$ cat config.mk
export PLATFORM = sky130hd
export DESIGN_NAME = divider_ctrl_flat
export DESIGN_NICKNAME = d
export VERILOG_FILES = /design/src/rtl/divider_ctrl_pkg.sv /design/src/rtl/divider_ctrl_if.sv /design/src/rtl/divider_ctrl_half_period_counter.sv /design/src/rtl/divider_ctrl.sv /design/src/flat_wrapper.sv
export SDC_FILE = /design/constraint.sdc
export NUM_CORES = 1
export LEC_CHECK = 0
export ABC_AREA = 0
export BUFFER_PORTS_ARGS = -buffer_cell sky130_fd_sc_hd__buf_4
export CAP_MARGIN = 20
export CELL_PAD_IN_SITES_DETAIL_PLACEMENT = 1
export CELL_PAD_IN_SITES_GLOBAL_PLACEMENT = 1
export CORE_MARGIN = 5
export CORE_UTILIZATION = 30
export CTS_BUF_LIST = sky130_fd_sc_hd__clkbuf_16
export DETAILED_ROUTE_END_ITERATION = 6
export GPL_ROUTABILITY_DRIVEN = 0
export PLACE_DENSITY_LB_ADDON = 0.15
export RECOVER_POWER = 25
export SYNTH_ARGS = -nofsm -noshare
export SYNTH_HDL_FRONTEND = slang
export SYNTH_SLANG_ARGS = --single-unit
$ cat constraint.sdc
create_clock -name clk -period 3 [get_ports clk]
set_input_delay 0 -clock clk [delete_from_list [all_inputs] [get_ports clk]]
set_output_delay 0 -clock clk [all_outputs]
set_load 0.03 [all_outputs]
$ cat src/rtl/divider_ctrl_pkg.sv
// Shared constants for the clock-divider controller: FSM state encoding and
// the width of the optional period counter (DIVCTRL_PERIOD_CNT_EN).
package divctrl_pkg;

  localparam logic [1:0] ST_IDLE     = 2'd0;
  localparam logic [1:0] ST_RUN      = 2'd1;
  localparam logic [1:0] ST_STOPPING = 2'd2;

  localparam int PERIOD_CNT_W = 16;

endpackage

$ cat src/rtl/divider_ctrl_if.sv
// Run/config/output bundle between the top-level control logic (master)
// and the divider controller (slave).
interface divider_ctrl_if #(
  parameter int CNT_W = 14
);
  logic             run_req;
  logic             cfg_valid;
  logic [CNT_W-1:0] cfg_half;
  logic             cfg_ready;
  logic             cfg_err;
  logic             clk_div;
  logic             tick;
  logic             running;

  modport master (
    output run_req, cfg_valid, cfg_half,
    input  cfg_ready, cfg_err, clk_div, tick, running
  );

  modport slave (
    input  run_req, cfg_valid, cfg_half,
    output cfg_ready, cfg_err, clk_div, tick, running
  );
endinterface

$ cat src/rtl/divider_ctrl_half_period_counter.sv
// Half-period counter: counts 0..half-1 while enabled and flags the last
// count of each half-period as the boundary.
module half_period_counter #(
  parameter int CNT_W = 14
) (
  input  logic             clk,
  input  logic             rst_n,
  input  logic             en,
  input  logic             clr,
  input  logic [CNT_W-1:0] half,
  output logic [CNT_W-1:0] count,
  output logic             boundary
);

  localparam logic [CNT_W-1:0] ONE = CNT_W'(1);

  logic [CNT_W-1:0] r_count;
  logic [CNT_W-1:0] w_last;

  // half is never 0, so half-1 cannot wrap
  assign w_last   = half - ONE;
  assign boundary = en & (r_count == w_last);
  assign count    = r_count;

  always_ff @(posedge clk or negedge rst_n) begin
    if (!rst_n) begin
      r_count <= '0;
    end else if (clr) begin
      r_count <= '0;
    end else if (en) begin
      r_count <= boundary ? '0 : r_count + ONE;
    end
  end

endmodule

$ cat src/rtl/divider_ctrl.sv
// Run/stop sequencer and glitch-free reconfiguration for a half-period clock
// divider. Define DIVCTRL_PERIOD_CNT_EN to add the period_cnt output.
module divider_ctrl
  import divctrl_pkg::*;
#(
  parameter int CNT_W        = 14,
  parameter int DEFAULT_HALF = 10000
) (
  input  logic                    clk,
  input  logic                    rst_n,
  divider_ctrl_if.slave           bus
`ifdef DIVCTRL_PERIOD_CNT_EN
  ,
  output logic [PERIOD_CNT_W-1:0] period_cnt
`endif
);

  localparam logic [CNT_W-1:0] RST_HALF = CNT_W'(DEFAULT_HALF);
  localparam logic [CNT_W-1:0] ONE      = CNT_W'(1);

  logic [1:0]       r_state;
  logic [1:0]       w_state_next;
  logic             r_clk_div;
  logic             r_tick;
  logic             r_cfg_err;
  logic             r_cfg_ready;
  logic             r_running;
  logic [CNT_W-1:0] r_active_half;
  logic [CNT_W-1:0] w_active_half_next;
  logic [CNT_W-1:0] r_pending;
  logic [CNT_W-1:0] w_pending_next;
  logic             r_pending_valid;
  logic             w_pending_valid_next;

  logic             w_accept;
  logic             w_cfg_zero;
  logic             w_cfg_take;
  logic             w_en;
  logic             w_clr;
  logic             w_to_idle;
  logic [CNT_W-1:0] w_count;
  logic             w_boundary;

  assign w_accept   = bus.cfg_valid & r_cfg_ready;
  assign w_cfg_zero = (bus.cfg_half == '0);
  assign w_cfg_take = w_accept & ~w_cfg_zero;

  // A low phase is never finished in STOPPING, so the counter only runs there while high
  assign w_en  = (r_state == ST_RUN) | ((r_state == ST_STOPPING) & r_clk_div);
  assign w_clr = (w_state_next == ST_IDLE);

  half_period_counter #(
    .CNT_W (CNT_W)
  ) u_counter (
    .clk      (clk),
    .rst_n    (rst_n),
    .en       (w_en),
    .clr      (w_clr),
    .half     (r_active_half),
    .count    (w_count),
    .boundary (w_boundary)
  );

  always_comb begin
    w_state_next = r_state;
    case (r_state)
      ST_IDLE:     if (bus.run_req) w_state_next = ST_RUN;
      ST_RUN:      if (!bus.run_req) w_state_next = ST_STOPPING;
      ST_STOPPING: if (!r_clk_div || w_boundary) w_state_next = ST_IDLE;
      default:     w_state_next = ST_IDLE;
    endcase
  end

  assign w_to_idle = (r_state != ST_IDLE) & (w_state_next == ST_IDLE);

  // An accept needs cfg_ready, i.e. no pending value, so apply and accept never collide
  always_comb begin
    w_active_half_next   = r_active_half;
    w_pending_next       = r_pending;
    w_pending_valid_next = r_pending_valid;
    if ((w_boundary | w_to_idle) & r_pending_valid) begin
      w_active_half_next   = r_pending;
      w_pending_valid_next = 1'b0;
    end
    if (w_cfg_take) begin
      if ((r_state == ST_IDLE) | w_to_idle) begin
        w_active_half_next = bus.cfg_half;
      end else begin
        w_pending_next       = bus.cfg_half;
        w_pending_valid_next = 1'b1;
      end
    end
  end

  always_ff @(posedge clk or negedge rst_n) begin
    if (!rst_n) begin
      r_state         <= ST_IDLE;
      r_clk_div       <= 1'b0;
      r_tick          <= 1'b0;
      r_cfg_err       <= 1'b0;
      r_cfg_ready     <= 1'b1;
      r_running       <= 1'b0;
      r_active_half   <= RST_HALF;
      r_pending       <= '0;
      r_pending_valid <= 1'b0;
    end else begin
      r_state         <= w_state_next;
      r_tick          <= w_boundary;
      r_cfg_err       <= w_accept & w_cfg_zero;
      r_cfg_ready     <= ~w_pending_valid_next;
      r_running       <= (w_state_next != ST_IDLE);
      r_active_half   <= w_active_half_next;
      r_pending       <= w_pending_next;
      r_pending_valid <= w_pending_valid_next;
      if (w_boundary) begin
        r_clk_div <= ~r_clk_div;
      end
    end
  end

`ifdef DIVCTRL_PERIOD_CNT_EN
  logic [PERIOD_CNT_W-1:0] r_period_cnt;

  always_ff @(posedge clk or negedge rst_n) begin
    if (!rst_n) begin
      r_period_cnt <= '0;
    end else if ((r_state == ST_IDLE) && (w_state_next == ST_RUN)) begin
      r_period_cnt <= '0;
    end else if (w_boundary && r_clk_div) begin
      r_period_cnt <= r_period_cnt + PERIOD_CNT_W'(1);
    end
  end

  assign period_cnt = r_period_cnt;
`endif

  assign bus.clk_div   = r_clk_div;
  assign bus.tick      = r_tick;
  assign bus.cfg_err   = r_cfg_err;
  assign bus.cfg_ready = r_cfg_ready;
  assign bus.running   = r_running;

  // The counter may never run past the last count of the active half-period
  a_count_in_range : assert property (@(posedge clk) disable iff (!rst_n)
    w_count <= r_active_half - ONE);

endmodule

$ cat src/flat_wrapper.sv
// flat-port wrapper written by rule: the top's interface ports become plain ports
module divider_ctrl_flat import divctrl_pkg::*;
#(
  parameter int CNT_W        = 14,
  parameter int DEFAULT_HALF = 10000
)
  (clk, rst_n, bus_run_req, bus_cfg_valid, bus_cfg_half, bus_cfg_ready, bus_cfg_err, bus_clk_div, bus_tick, bus_running);
  divider_ctrl_if #(.CNT_W(CNT_W)) bus_i ();
  input  logic clk;
  input  logic rst_n;
  input wire logic [$bits(bus_i.run_req)-1:0] bus_run_req;
  input wire logic [$bits(bus_i.cfg_valid)-1:0] bus_cfg_valid;
  input wire logic [$bits(bus_i.cfg_half)-1:0] bus_cfg_half;
  output wire logic [$bits(bus_i.cfg_ready)-1:0] bus_cfg_ready;
  output wire logic [$bits(bus_i.cfg_err)-1:0] bus_cfg_err;
  output wire logic [$bits(bus_i.clk_div)-1:0] bus_clk_div;
  output wire logic [$bits(bus_i.tick)-1:0] bus_tick;
  output wire logic [$bits(bus_i.running)-1:0] bus_running;
  assign bus_i.run_req = bus_run_req;
  assign bus_i.cfg_valid = bus_cfg_valid;
  assign bus_i.cfg_half = bus_cfg_half;
  assign bus_cfg_ready = bus_i.cfg_ready;
  assign bus_cfg_err = bus_i.cfg_err;
  assign bus_clk_div = bus_i.clk_div;
  assign bus_tick = bus_i.tick;
  assign bus_running = bus_i.running;
  divider_ctrl #(.CNT_W(CNT_W), .DEFAULT_HALF(DEFAULT_HALF)) u_core (.clk(clk), .rst_n(rst_n), .bus(bus_i));
endmodule
==> impl_metrics.json <==
{
  "cp_max_fo": 7,
  "cts_inserted_buffers": 5,
  "fin_crit_sh_pct": 99.3,
  "hold_start": "bus_run_req",
  "final_antenna_net_count": 0,
  "drt-pass1-iter-count": 4,
  "crit_chain": "or4_4 -> or4_4 -> nand4_4 -> a2111oi_4 -> a2111oi_4 -> buf_4 -> o21ai_4 -> buf_12 -> mux2_4",
  "drv_slew": 0,
  "mostFrequentLayoutCells": "buf_4, dfrtp_1, nor3_1, nand3_1, dlygate4sd3_1",
  "required_ns": 3.18,
  "max_cap_viol_count": 0,
  "clkPwrFrac_pct": 26.0,
  "die-height_um": 109,
  "final_common_cell": "buf_4",
  "finClkSkew_ns": 0.00811,
  "overflow": 0,
  "ys.flop_type": "dfrtp_1",
  "max_freq_ghz": 0.336,
  "total_power_mw": 2.34,
  "grt_pass1_vias": 2684,
  "syn_area_um2": 2920,
  "status": "finished clean",
  "antenna_found_initial": 0,
  "h-tree-depth": 2,
  "clock_path_buffers": 2,
  "cts.clk_slew.worst_paths_ns": 0.08,
  "reg2reg_slack_ns": 0.02,
  "critPathTopFamily": "simple AND/OR/NAND/NOR gates",
  "yosysWarnings": 0,
  "avgSynthCellArea_um2": 9.92,
  "syn_inst": 294,
  "p_int_mw": 1.53,
  "port_buffers": 22,
  "clk_latency_ns": 0.29,
  "worst_setup_path_end_kind": "flip-flop",
  "crit_arrival_ns": 3.16,
  "synth_edf_count": 0,
  "drt_iter0_drc": 62,
  "worst-path-buf-inv": 2,
  "crit_path_top_delay_cell": "or4_4",
  "ys_ff_latch": 50,
  "io_pins": 23,
  "min_period_ns": 2.98,
  "cpPeakStageDelay_ns": 0.56,
  "worstHoldPathCells": 3,
  "worst_hold_slack_ns": 0.468,
  "pwr-share-comb_pct": 33.2,
  "wirelength_um": 8580,
  "p_seq_share_pct": 40.8,
  "area_growth_pct": 34.1,
  "hpwl_um": 5940,
  "reg2reg_depth": 9,
  "rr_endpoint": "u_core.r_pending[5]$_DFFE_PN0P_",
  "wl_per_cell_um": 17.5,
  "via_per_inst": 5.11,
  "initial_core_util_pct": 30.3,
  "dieWidth_um": 109,
  "p_leak_nw": 1.54,
  "grt_max_degree": 51,
  "switchingPower_mw": 0.802,
  "rsz0062_at_grt": "yes",
  "grt_usage_pct": 14.9,
  "final_nets": 376,
  "drive_above_1_share_pct": 30.3,
  "seq_area_frac_synth_pct": 43.1,
  "cts_tree": "built",
  "grt_pass1_wl_um": 13900,
  "power_density_nw_per_um2": 597,
  "diodes": 0,
  "hold_class": "input port to flip-flop",
  "final_area_um2": 3910,
  "drt_drc_violations_left": 0,
  "die_area_um2": 11800,
  "dpl_cell_area_um2": 3390,
  "vias": 2503,
  "reg2reg_from": "u_core.r_active_half[1]$_DFF_PN0_",
  "start_kind": "flip-flop",
  "switching_share_pct": 34.3,
  "setup_viol": 0,
  "peakVddDrop_v": 0.000357,
  "worst-setup-path-type": "flip-flop to flip-flop",
  "whs_endpoint": "u_core.r_state[1]$_DFF_PN0_",
  "cts_root_buf": "clkbuf_16",
  "ys_async_sr_fraction_pct": 100,
  "relSlewSlack_pct": 12.5,
  "ys_types": 54,
  "core_area_um2": 9640,
  "hold_viol": 0,
  "row_count": 36,
  "syn-num-nets": 314,
  "tightest_slew_ns": 1.31,
  "clock-sinks": 50
}
==> worst max path at each step <==
stage / start / end / slack, ns / cells after the start
finish: u_core.r_active_half[1]$_DFF_PN0_ / u_core.r_pending[5]$_DFFE_PN0P_ / 0.02 / 9
global route: u_core.r_active_half[2]$_DFF_PN0_ / u_core.r_pending[8]$_DFFE_PN0P_ / -0.04 / 9
CTS: u_core.r_active_half[3]$_DFF_PN0_ / u_core.r_pending[2]$_DFFE_PN0P_ / 0.0005 / 9
detailed placement: u_core.r_active_half[1]$_DFF_PN0_ / u_core.r_pending[2]$_DFFE_PN0P_ / -0.09 / 10
global placement: u_core.r_active_half[1]$_DFF_PN0_ / u_core.r_pending[1]$_DFFE_PN0P_ / 0.001 / 10
floorplan: u_core.r_active_half[0]$_DFF_PN0_ / u_core.r_pending[10]$_DFFE_PN0P_ / 0.01 / 10
==> registers in the layout (all words and copies together) (netlist names) <==
signal                  cells
u_core.bus.cfg_ready        1
u_core.r_active_half       14
u_core.bus.cfg_err          1
u_core.r_state              2
u_core.bus.running          1
u_core.u_counter.count     14
u_core.bus.tick             1
u_core.bus.clk_div          1
u_core.r_pending           14
u_core.r_pending_valid      1
==> cells by family after synthesis <==
| logic type | count (synthesis) | synth area share, % |
|---|---|---|
| flops | 50 | 43.1 |
| simple gates | 116 | 21.8 |
| mux | 14 | 6.69 |
| buf+inv | 24 | 3.86 |
| compound gates | 63 | 16.1 |
| fa+ha+maj | 2 | 0.857 |
| xor+xnor | 25 | 7.50 |
==> power groups by stage <==
stage	combinational, mW	clock, mW	sequential (mW)
3_5_place_dp	0.675	0	0.964
6_report	0.776	0.608	0.952
2_1_floorplan	0.446	0	0.949
3_3_place_gp	0.661	0	0.956
4_1_cts	0.745	0.634	0.951
5_1_grt	0.839	0.661	0.973
==> cell type report <==
| type | instances | area [µm²] |
|---|---|---|
| tap | 133 | 166 |
| timing repair buffer | 73 | 638 |
| clock buffer | 5 | 125 |
| sequential | 50 | 1260 |
| fill | 1089 | 5730 |
| clock inverter | 3 | 28.8 |
| inverter | 6 | 22.5 |
| multi-input combinational | 220 | 1670 |
==> metrics by stage <==
stage	TNS, ns	instances	worst slack, ns	util [%]
after floorplan	0	294	0.0145	-
after global placement	0	455	0.00136	35.2
after detailed placement	-1.24	455	-0.0857	35.2
after CTS	0	486	0.000539	39.9
after global routing	-0.447	490	-0.0389	40.6
final	0	490	0.0207	40.6
==> cell usage after synthesis (3+ instances only) <==
cell type | count | share of area (%)
nand2_1 | 13 | 1.7
nor4_1 | 12 | 2.6
clkbuf_1 | 12 | 1.5
dfstp_2 | 6 | 5.4
o21ai_0 | 16 | 2.7
a31oi_1 | 15 | 3.2
xor2_1 | 11 | 3.3
buf_2 | 3 | 0.51
a21oi_1 | 6 | 1.0
nor3b_1 | 3 | 0.77
nor2b_1 | 5 | 1.1
xnor2_1 | 14 | 4.2
nor2_1 | 15 | 1.9
nand4_1 | 4 | 0.86
nand3b_1 | 3 | 0.77
mux2_4 | 10 | 5.1
and3_1 | 3 | 0.64
dfrtp_1 | 44 | 38
nor3_1 | 26 | 4.5
nand2b_1 | 3 | 0.64
and4_1 | 3 | 0.90
mux2_2 | 4 | 1.5
nand3_1 | 17 | 2.9
inv_1 | 6 | 0.77
==> tightest hold or removal path, delay by kind of cell <==
| kind | cells | cell delay (ns) |
|---|---|---|
| AOI/OAI and AO/OA | 1 | 0.07 |
| buffers and inverters | 2 | 0.64 |
==> what timing repair did <==
item | 4_1_cts | 5_1_grt
hold buffers | 17 | 0
buffers inserted | 5 | 4
gates resized for setup | 15 | 13
endpoints found under the setup margin | 40 | 40
hold endpoints to repair | 61 | 0
pin swaps | 6 | 2
gates cloned | 2 | 0
==> metal layers <==
layer / up-vias / track usage (%) / wire length, µm
met2: 19 / 25.6 / 4280
met5: - / 0 / 0
met3: 2 / 1.78 / 117
li1: 1219 / - / -
met1: 1263 / 19.7 / 4120
met4: 0 / 4.60 / 57
Power figures use the tool's default switching activity.
